$ cat src/rtl/lector_fifos_azules_pkg.sv
// Shared definitions for the blue-FIFO egress reader: FSM encodings, word field positions, port count.
// No logic, no latency.
// Backpressure: not applicable.
package lector_fifos_azules_pkg;
    localparam int NPORTS    = 4;
    localparam int DEST_MSB  = 9;
    localparam int DEST_LSB  = 8;
    localparam int CLASS_MSB = 11;
    localparam int CLASS_LSB = 10;

    typedef enum logic [1:0] {
        ST_IDLE = 2'd0,
        ST_WAIT = 2'd1,
        ST_HOLD = 2'd2
    } state_t;
endpackage

$ cat src/rtl/lector_fifos_azules_rr_arbitro_4.sv
// Four-way round-robin arbiter: first requester after rr_ptr wins, searching upward modulo 4.
// Latency: purely combinational.
// Backpressure: none; the caller decides whether the grant is taken.
module rr_arbitro_4
    import lector_fifos_azules_pkg::*;
(
    input  logic [NPORTS-1:0] req,
    input  logic [1:0]        rr_ptr,
    output logic [NPORTS-1:0] gnt_oh,
    output logic [1:0]        gnt_enc,
    output logic              grant_valid
);

    logic [1:0] cand;

    always_comb begin
        gnt_enc     = 2'd0;
        grant_valid = 1'b0;
        cand        = 2'd0;
        // Offset 4 wraps to rr_ptr itself, so the last owner is checked last.
        for (int i = 1; i <= NPORTS; i++) begin
            cand = rr_ptr + 2'(i);
            if (!grant_valid && req[cand]) begin
                grant_valid = 1'b1;
                gnt_enc     = cand;
            end
        end
        gnt_oh = grant_valid ? (4'b0001 << gnt_enc) : 4'b0000;
    end

endmodule

$ cat src/rtl/lector_fifos_azules.sv
// Egress reader draining four blue FIFOs round-robin onto a valid/ready port, with per-port counters; LECTOR_DEST_CHECK_EN adds dest check.
// Latency: pop in cycle N -> valid_out in N+2; counter readback one cycle after req.
// Backpressure: out_ready low parks the word in HOLD and suppresses further pops.
module lector_fifos_azules
    import lector_fifos_azules_pkg::*;
#(
    parameter int DATA_W = 12,
    parameter int CNT_W  = 5
) (
    input  logic              clk,
    input  logic              reset,
    input  logic              Enable,
    input  logic [3:0]        fifo_empty,
    input  logic [DATA_W-1:0] data_in_p0,
    input  logic [DATA_W-1:0] data_in_p1,
    input  logic [DATA_W-1:0] data_in_p2,
    input  logic [DATA_W-1:0] data_in_p3,
    output logic [3:0]        pop,
    output logic [DATA_W-1:0] data_out,
    output logic [1:0]        port_out,
    output logic              valid_out,
    input  logic              out_ready,
    output logic              dest_mismatch,
    input  logic              req,
    input  logic [1:0]        idx,
    output logic [CNT_W-1:0]  count_data,
    output logic              count_valid,
    output logic              idle
);

    state_t            state;
    logic [1:0]        rr_ptr;
    logic [1:0]        gnt_q;
    logic [CNT_W-1:0]  cnt [NPORTS];
    logic [DATA_W-1:0] data_in [NPORTS];

    logic [NPORTS-1:0] gnt_oh;
    logic [1:0]        gnt_enc;
    logic              grant_valid;
    logic              accept;
    logic              grant_go;

    assign data_in[0] = data_in_p0;
    assign data_in[1] = data_in_p1;
    assign data_in[2] = data_in_p2;
    assign data_in[3] = data_in_p3;

    rr_arbitro_4 u_arb (
        .req         (~fifo_empty),
        .rr_ptr      (rr_ptr),
        .gnt_oh      (gnt_oh),
        .gnt_enc     (gnt_enc),
        .grant_valid (grant_valid)
    );

    assign accept   = (state == ST_HOLD) && out_ready;
    // A new grant is taken from IDLE, or overlapped with the accept of the held word.
    assign grant_go = !reset && Enable && grant_valid && ((state == ST_IDLE) || accept);
    assign pop      = grant_go ? gnt_oh : 4'b0000;
    assign idle     = !reset && (state == ST_IDLE) && (&fifo_empty);

`ifdef LECTOR_DEST_CHECK_EN
    assign dest_mismatch = valid_out && (data_out[DEST_MSB:DEST_LSB] != port_out);
`else
    assign dest_mismatch = 1'b0;
`endif

    always_ff @(posedge clk) begin
        if (reset) begin
            state       <= ST_IDLE;
            rr_ptr      <= 2'd3;
            gnt_q       <= 2'd0;
            data_out    <= '0;
            port_out    <= 2'd0;
            valid_out   <= 1'b0;
            count_data  <= '0;
            count_valid <= 1'b0;
            for (int i = 0; i < NPORTS; i++) begin
                cnt[i] <= '0;
            end
        end else begin
            // Nonblocking read sees the pre-increment value on a same-cycle accept.
            count_valid <= req;
            if (req) begin
                count_data <= cnt[idx];
            end

            if (grant_go) begin
                gnt_q  <= gnt_enc;
                rr_ptr <= gnt_enc;
            end

            case (state)
                ST_IDLE: begin
                    if (grant_go) begin
                        state <= ST_WAIT;
                    end
                end
                ST_WAIT: begin
                    data_out  <= data_in[gnt_q];
                    port_out  <= gnt_q;
                    valid_out <= 1'b1;
                    state     <= ST_HOLD;
                end
                ST_HOLD: begin
                    if (out_ready) begin
                        cnt[port_out] <= cnt[port_out] + CNT_W'(1);
                        valid_out     <= 1'b0;
                        state         <= grant_go ? ST_WAIT : ST_IDLE;
                    end
                end
                default: begin
                    state     <= ST_IDLE;
                    valid_out <= 1'b0;
                end
            endcase
        end
    end

endmodule

$ cat config.mk
export PLATFORM = sky130hd
export DESIGN_NAME = lector_fifos_azules
export DESIGN_NICKNAME = d
export VERILOG_FILES = /design/src/rtl/lector_fifos_azules_pkg.sv /design/src/rtl/lector_fifos_azules_rr_arbitro_4.sv /design/src/rtl/lector_fifos_azules.sv
export SDC_FILE = /design/constraint.sdc
export NUM_CORES = 1
export LEC_CHECK = 0
export ABC_AREA = 1
export CORE_ASPECT_RATIO = 0.8
export CORE_MARGIN = 3
export CORE_UTILIZATION = 40
export CTS_CLUSTER_SIZE = 8
export DETAILED_ROUTE_END_ITERATION = 10
export PLACE_DENSITY = 0.82
export SLEW_MARGIN = 15
export SYNTH_ARGS = -nofsm -noshare
export SYNTH_HDL_FRONTEND = slang
export SYNTH_SLANG_ARGS = --single-unit
$ cat constraint.sdc
create_clock -name clk -period 3.8 [get_ports clk]
set_input_delay 0.76 -clock clk [delete_from_list [all_inputs] [get_ports clk]]
set_output_delay 0.76 -clock clk [all_outputs]
set_load 0.02 [all_outputs]
# [After elaboration in Yosys (flattened, before gate mapping)]
# Memory sizes are Yosys's and may differ from the RTL's. A register that Yosys moved wholly into a read port is not among the register bits.
# Cells that the tools add are included.
[classes] mux=38 n_addsub=4 n_reduce_logical=19 div=0 magnitude_cmp=5 shifts=1 n_bitwise=3 n_eq_ne=4 multipliers=0
[ops] operator="12-bit binary-select mux with 2-bit select" n=1
[ops] operator="12-bit 2-to-1 mux" n=2
[ops] operator="2-bit 2-to-1 mux" n=9
[ops] operator="1-bit 2-to-1 mux" n=17
[ops] operator="2-bit by 3-bit < comparator with 1-bit output, second input constant" n=4
[ops] operator="1-bit logical AND" n=9
[ops] operator="1-bit binary-select mux with 2-bit select" n=4
[ops] operator="4-bit 2-to-1 mux" n=2
[ops] operator="2-bit one-hot mux with 3 select lines" n=1
[ops] operator="5-bit by 1-bit adder with 5-bit output, second input constant" n=1
[ops] operator="5-bit 2-to-1 mux" n=1
[ops] operator="5-bit OR reduction" n=1
[ops] operator="2-bit adder, second input constant" n=2
[ops] operator="1-bit logical NOT" n=4
[ops] operator="2-bit inequality test, second input constant" n=2
[ops] operator="4-bit NOT" n=1
[ops] operator="2-bit AND reduction" n=2
[ops] operator="4-bit AND reduction" n=1
[ops] operator="1-bit by 2-bit << shifter with 4-bit output, first input constant" n=1
[ops] operator="3-bit >= comparator, second input constant" n=1
[ops] operator="2-bit NOT with 3-bit output" n=1
[ops] operator="1-bit one-hot mux with 3 select lines" n=1
[ops] operator="2-bit by 1-bit adder with 2-bit output, second input constant" n=1
[ops] operator="2-bit by 1-bit == test with 1-bit output, second input constant" n=1
[ops] operator="4 further kinds" n=4
[word_totals] mem_count=1 regBits=22 ram_bits=20 output_inout_bits=27 romBits=0 word_cells=82 latch_bits=0
[memory_table] name="cnt" words=4 word_bits=5 rd=2 rd_clocked_by_memory_dff=2 wr=4 line="lector_fifos_azules.sv:34" rtl="logic [CNT_W-1:0] cnt [NPORTS];"

# [Depth between registers and ports, before layout]
[depth] depth_word=18 mapped_depth=12

# [Cells and area by module]
# From an unflattened synthesis, not the netlist that was laid out.
[unflattened] hier_cells=425 area_unflattened_um2=3041.7
[by_module_without_submodules] mod="lector_fifos_azules" area_each_um2=2705.1 instances=1 cells_per_inst=363
[by_module_without_submodules] mod="rr_arbitro_4" area_each_um2=336.6 instances=1 cells_per_inst=62

# [Worst setup path after synthesis]
# Ideal clock, no wire load.
[synth_timing] path_type="input to output" startpoint="input port fifo_empty[3]" endpoint="output port pop[0]" path_stages=5 path_slack_ns=1.330 required_time_ns=3.040 path_buffers=0 t_arrival_ns=1.710 path_cell_list="nand4_1 nand3_1 a21oi_1 nand4_1 nor2_1"
[synth_between] elab_chain_len=16
[synth_lines] item="start: declaration" line="lector_fifos_azules.sv:13" rtl="input logic [3:0] fifo_empty,"
[synth_lines] item="4-bit NOT (*)" line="lector_fifos_azules.sv:49" rtl=".req (~fifo_empty),"
[synth_lines] item="1-bit binary-select mux with 2-bit select" line="lector_fifos_azules_rr_arbitro_4.sv:23" rtl="if (!grant_valid && req[cand]) begin"
[synth_lines] item="1-bit 2-to-1 mux (not written as such)" line="lector_fifos_azules_rr_arbitro_4.sv:23"
[synth_lines] item="1-bit 2-to-1 mux" line="lector_fifos_azules_rr_arbitro_4.sv:23"
[synth_lines] item="1-bit logical NOT" line="lector_fifos_azules_rr_arbitro_4.sv:23"
[synth_lines] item="1-bit logical AND" line="lector_fifos_azules_rr_arbitro_4.sv:23"
[synth_lines] item="1-bit 2-to-1 mux" line="lector_fifos_azules_rr_arbitro_4.sv:23"
[synth_lines] item="1-bit logical NOT" line="lector_fifos_azules_rr_arbitro_4.sv:23"
[synth_lines] item="1-bit logical AND" line="lector_fifos_azules_rr_arbitro_4.sv:23"
[synth_lines] item="1-bit 2-to-1 mux" line="lector_fifos_azules_rr_arbitro_4.sv:23"
[synth_lines] item="1-bit logical NOT" line="lector_fifos_azules_rr_arbitro_4.sv:23"
[synth_lines] item="1-bit logical AND" line="lector_fifos_azules_rr_arbitro_4.sv:23"
[synth_lines] item="2-bit 2-to-1 mux / 1-bit 2-to-1 mux (equally long branches)" line="lector_fifos_azules_rr_arbitro_4.sv:23"
[synth_lines] item="1-bit by 2-bit << shifter with 4-bit output / 1-bit logical AND (equally long branches)" line="lector_fifos_azules_rr_arbitro_4.sv:28, lector_fifos_azules.sv:58"
[synth_lines] item="4-bit 2-to-1 mux / 1-bit logical AND (equally long branches)" line="lector_fifos_azules_rr_arbitro_4.sv:28, lector_fifos_azules.sv:58"
[synth_lines] item="4-bit 2-to-1 mux (*)" line="lector_fifos_azules.sv:59" rtl="assign pop = grant_go ? gnt_oh : 4'b0000;"
[synth_lines] item="end: declaration" line="lector_fifos_azules.sv:18" rtl="output logic [3:0] pop,"
# Every way passes the cells marked *; elsewhere a longest branch is shown, timed or not. The select of a mux whose other input is x is not followed.

# [Final worst setup path]
[layout_timing] startpoint="input port fifo_empty[3]" endpoint="output port pop[3]"
# The elaborated chain is that of the path after synthesis.

==> metrics.md <==
| Metric | Value |
|---|---|
| RSZ-0062 raised after global routing | `false` |
| CP Capture Type | `output pin` |
| Overflow after GRT | `0` |
| Final antenna-violating net count | `0` |
| Worst Setup SP | `fifo_empty[3]` |
| Cts hold-fix bufs | `0` |
| Crit path launch type | `input pin` |
| Synth top area cells | `edfxtp_1 22%, dfxtp_1 21%, nor2_1 11%` |
| First-pass GRT wire length | `between 10 and 15 mm` |
| Hold WC Path Type | `register to register` |
| Initial Util | `42.2%` |
| Gate power share | `approximately 28%` |
| Setup bufs post-CTS | `0` |
| Top-count cell post-synth | `nor2_1` |
| Rel. slew slack | `44.2%` |
| Final Instance Area | `3750 sq um` |
| Hold Crit Start | `count_data[0]` |
| Critical-path cell list | `clkdlybuf4s50_1, inv_1, o21ai_1, nand2_1, o21ai_2, nand4_1, nand3_1, nand2_1, nor2_1, clkdlybuf4s50_1` |
| Io pins | `86` |
| Syn avg cell area | `7.48 sq um` |
| Final layout net count | `505` |
| Max-slew violations | `0` |
| I/O Buffers | `84` |
| Final min period | `3.53 ns` |
| CP max FO | `3` |
| Cells after Synth | `369` |
| Part of the power in registers | `45.9%` |
| Pin count of the biggest net entering global routing | `27` |
| Number of synthesized flops with an enable pin | `20` |
| Synthesis-to-finish area growth | `35.8%` |
| Antenna diode count | `0` |
| Die H | `80.3 um` |
| Vias per Instance | `approximately 5.2` |
| Max-Cap Viols | `0` |
| WP data arrival | `roughly 2.8 ns` |
| Post-CTS Resized | `0` |
| Clk_skew | `0.0119 ns` |
| Maximum VDD drop | `~170 uV` |
| Clock root buffer master | `clkbuf_8` |
| Seq/Total Area, Yosys | `42.8%` |
| RePlAce Congestion | `around 0.86` |
| Row cnt | `26` |
| Max Buffers Root-to-Sink | `2` |
| Fmax | `around 280 MHz` |
| CTS tree | `yes` |
| Final setup TNS | `0 ns` |
| Total GRT Usage | `19.2%` |
| Least-Margin Pin Slew | `roughly 0.84 ns` |
| Area share of the largest cell type after synthesis | `21.7%` |
| Synth warn | `0` |
| Final setup viols | `0` |
| Crit path kind | `input pin to output pin` |
| Core area | `6540 sq um` |
| Slowest stage delay, CP | `about 0.65 ns` |
| CTS Buf Count | `5` |
| Die X-Extent | `98.9 um` |
| Vias | `about 2800` |
| Die Area | `about 7900 sq um` |
| Vias in the first global route | `around 2700` |
| Top FF cell, synth | `dfxtp_1` |
| H-tree depth | `2` |
| Antenna violations before repair | `0` |
| CTS clk-pin slew, worst paths | `0.09 ns` |
| Post-Route WL | `7.45 mm` |
| Initial DRC count | `about 180` |
| Most frequent cells after synthesis | `78 x nor2_1, 50 x nand2_1, 37 x inv_1, 35 x o21ai_0, 29 x dfxtp_1` |
| Period utilization | `between 90% and 100%` |
| Net Count, Synth | `~430` |
| Internal | `about 930 uW` |
| Clock power share | `between 20% and 30%` |
| Outcome | `finished clean` |
| Drt first pass iters | `5` |
| NetSw | `about 430 uW` |
| Net Sw Frac | `a little under a third` |
| Pleak | `approximately 1.6 nW` |
| Final hold vios | `0` |
| Post-synthesis register bit count | `approximately 50` |
| Placed Instance Area | `around 3600 sq um` |
| FFs w/ async S/R, synth | `0%` |
| Worst EP required | `3.04 ns` |
| Largest area contributor in the netlist | `edfxtp_1` |
| Clock net sink count | `between 40 and 50` |
| CP top delay family | `buffers and inverters` |
| # fillers | `587` |
| DRC Markers | `0` |
| Buf/Inv on CP | `3` |
| Routed WL per cell | `around 14 um` |
| Pwr/cell area | `between 300 and 400 nW/um^2` |
| Mapped cell area | `between 2000 and 3000 sq um` |
| Share of layout cells above drive strength 1 | `about 7.4%` |
| Crit path max-delay cell type | `clkdlybuf4s50_1` |
| Hpwl dp | `5.71 mm` |
| Post-synth cell types | `38` |
| Skew-Pair Late Insertion Delay | `0.31 ns` |
==> power groups by stage <==
stage | Clock [mW] | Combinational (mW) | Sequential, mW
after global routing | 0.364 | 0.428 | 0.629
after global placement | 0 | 0.377 | 0.632
after CTS | 0.355 | 0.387 | 0.622
after floorplan | 0 | 0.234 | 0.633
after detailed placement | 0 | 0.385 | 0.634
final | 0.347 | 0.387 | 0.622
==> placed cells by master, fill, tap and decap left out, types with 2 or more instances in the layout <==
| cell | Yosys | final |
|---|---|---|
| nand2_2 | 6 | 6 |
| nand4_1 | 4 | 4 |
| dfxtp_1 | 29 | 29 |
| nand3_1 | 17 | 17 |
| o21ai_2 | 2 | 2 |
| nand2_1 | 50 | 50 |
| mux2i_1 | 8 | 8 |
| o32ai_1 | 7 | 7 |
| o21ai_0 | 35 | 35 |
| o211ai_1 | 2 | 2 |
| o221ai_1 | 9 | 9 |
| o21ai_1 | 6 | 6 |
| clkbuf_8 | 0 | 5 |
| clkdlybuf4s50_1 | 0 | 84 |
| buf_4 | 3 | 4 |
| inv_2 | 7 | 7 |
| edfxtp_1 | 20 | 20 |
| inv_1 | 37 | 37 |
| a21oi_2 | 3 | 3 |
| a21oi_1 | 12 | 12 |
| or2_1 | 2 | 2 |
| nor2_1 | 78 | 78 |
==> cell families (layout without fill, tap and decap cells) <==
logic type               after synthesis  in the layout  share of synthesized area [%]
multiplexers                           8              8                           2.90
adder cells (fa/ha/maj)                1              1                          0.453
flip-flops                            49             49                           42.8
AO/OA/AOI/OAI                         81             81                           18.4
XOR/XNOR                               1              1                          0.317
AND/OR/NAND/NOR                      164            164                           25.5
buffers and inverters                 64            141                           9.56
other                                  1              1                          0.136
==> sequential cells by signal (all words and copies together), names as in the netlist, named ones only <==
signal       cells
count_valid      1
data_out        12
valid_out        1
cnt             20
state            2
rr_ptr           2
count_data       5
port_out         2
gnt_q            2
==> layer usage <==
metal / up-vias / wire [um] / GRT usage (%)
met1: 1246 / 3160 / 22.8
li1: 1382 / - / -
met2: 114 / 3640 / 34.0
met4: 0 / 150 / 7.91
met5: - / 0 / 0
met3: 15 / 491 / 3.99
==> area by class of cell <==
type | instances | area (sq um) | area share [%]
clock inverter | 1 | 8.76 | 0.234
timing repair buffer | 88 | 871 | 23.2
tap | 84 | 105 | 2.80
multi-input combinational | 256 | 1320 | 35.1
inverter | 45 | 169 | 4.51
clock buffer | 7 | 97.6 | 2.60
sequential | 49 | 1180 | 31.5
==> metrics by stage <==
stage | hold slack (ns) | instances | setup WS (ns) | power (mW) | util (%)
2_1_floorplan | 0.454 | 369 | 1.33 | 0.867 | -
3_3_place_gp | 0.480 | 522 | 0.367 | 1.01 | 55.7
3_5_place_dp | 0.494 | 522 | 0.306 | 1.02 | 55.7
4_1_cts | 0.514 | 530 | 0.282 | 1.36 | 57.3
5_1_grt | 0.553 | 530 | 0.0987 | 1.42 | 57.3
6_report | 0.509 | 530 | 0.270 | 1.36 | 57.3
==> worst reg2reg max path: cells and delay by family (launching register included) <==
family	cells	cell delay, ns
simple gates	2	0.18
compound gates	3	0.40
buf+inv	1	0.18
flops	1	0.62
fa+ha+maj	1	0.27
xor+xnor	1	0.32
==> final timing paths <==
path              cells past startpoint            end  slack [ns]
setup / recovery                     10         pop[3]        0.27
hold / removal                        2  count_data[0]        0.51
setup reg to reg                      8      cnt[1][4]        1.59
hold reg to reg                       2  count_data[0]        0.51
Note: power is estimated with default switching activity, not from simulation.
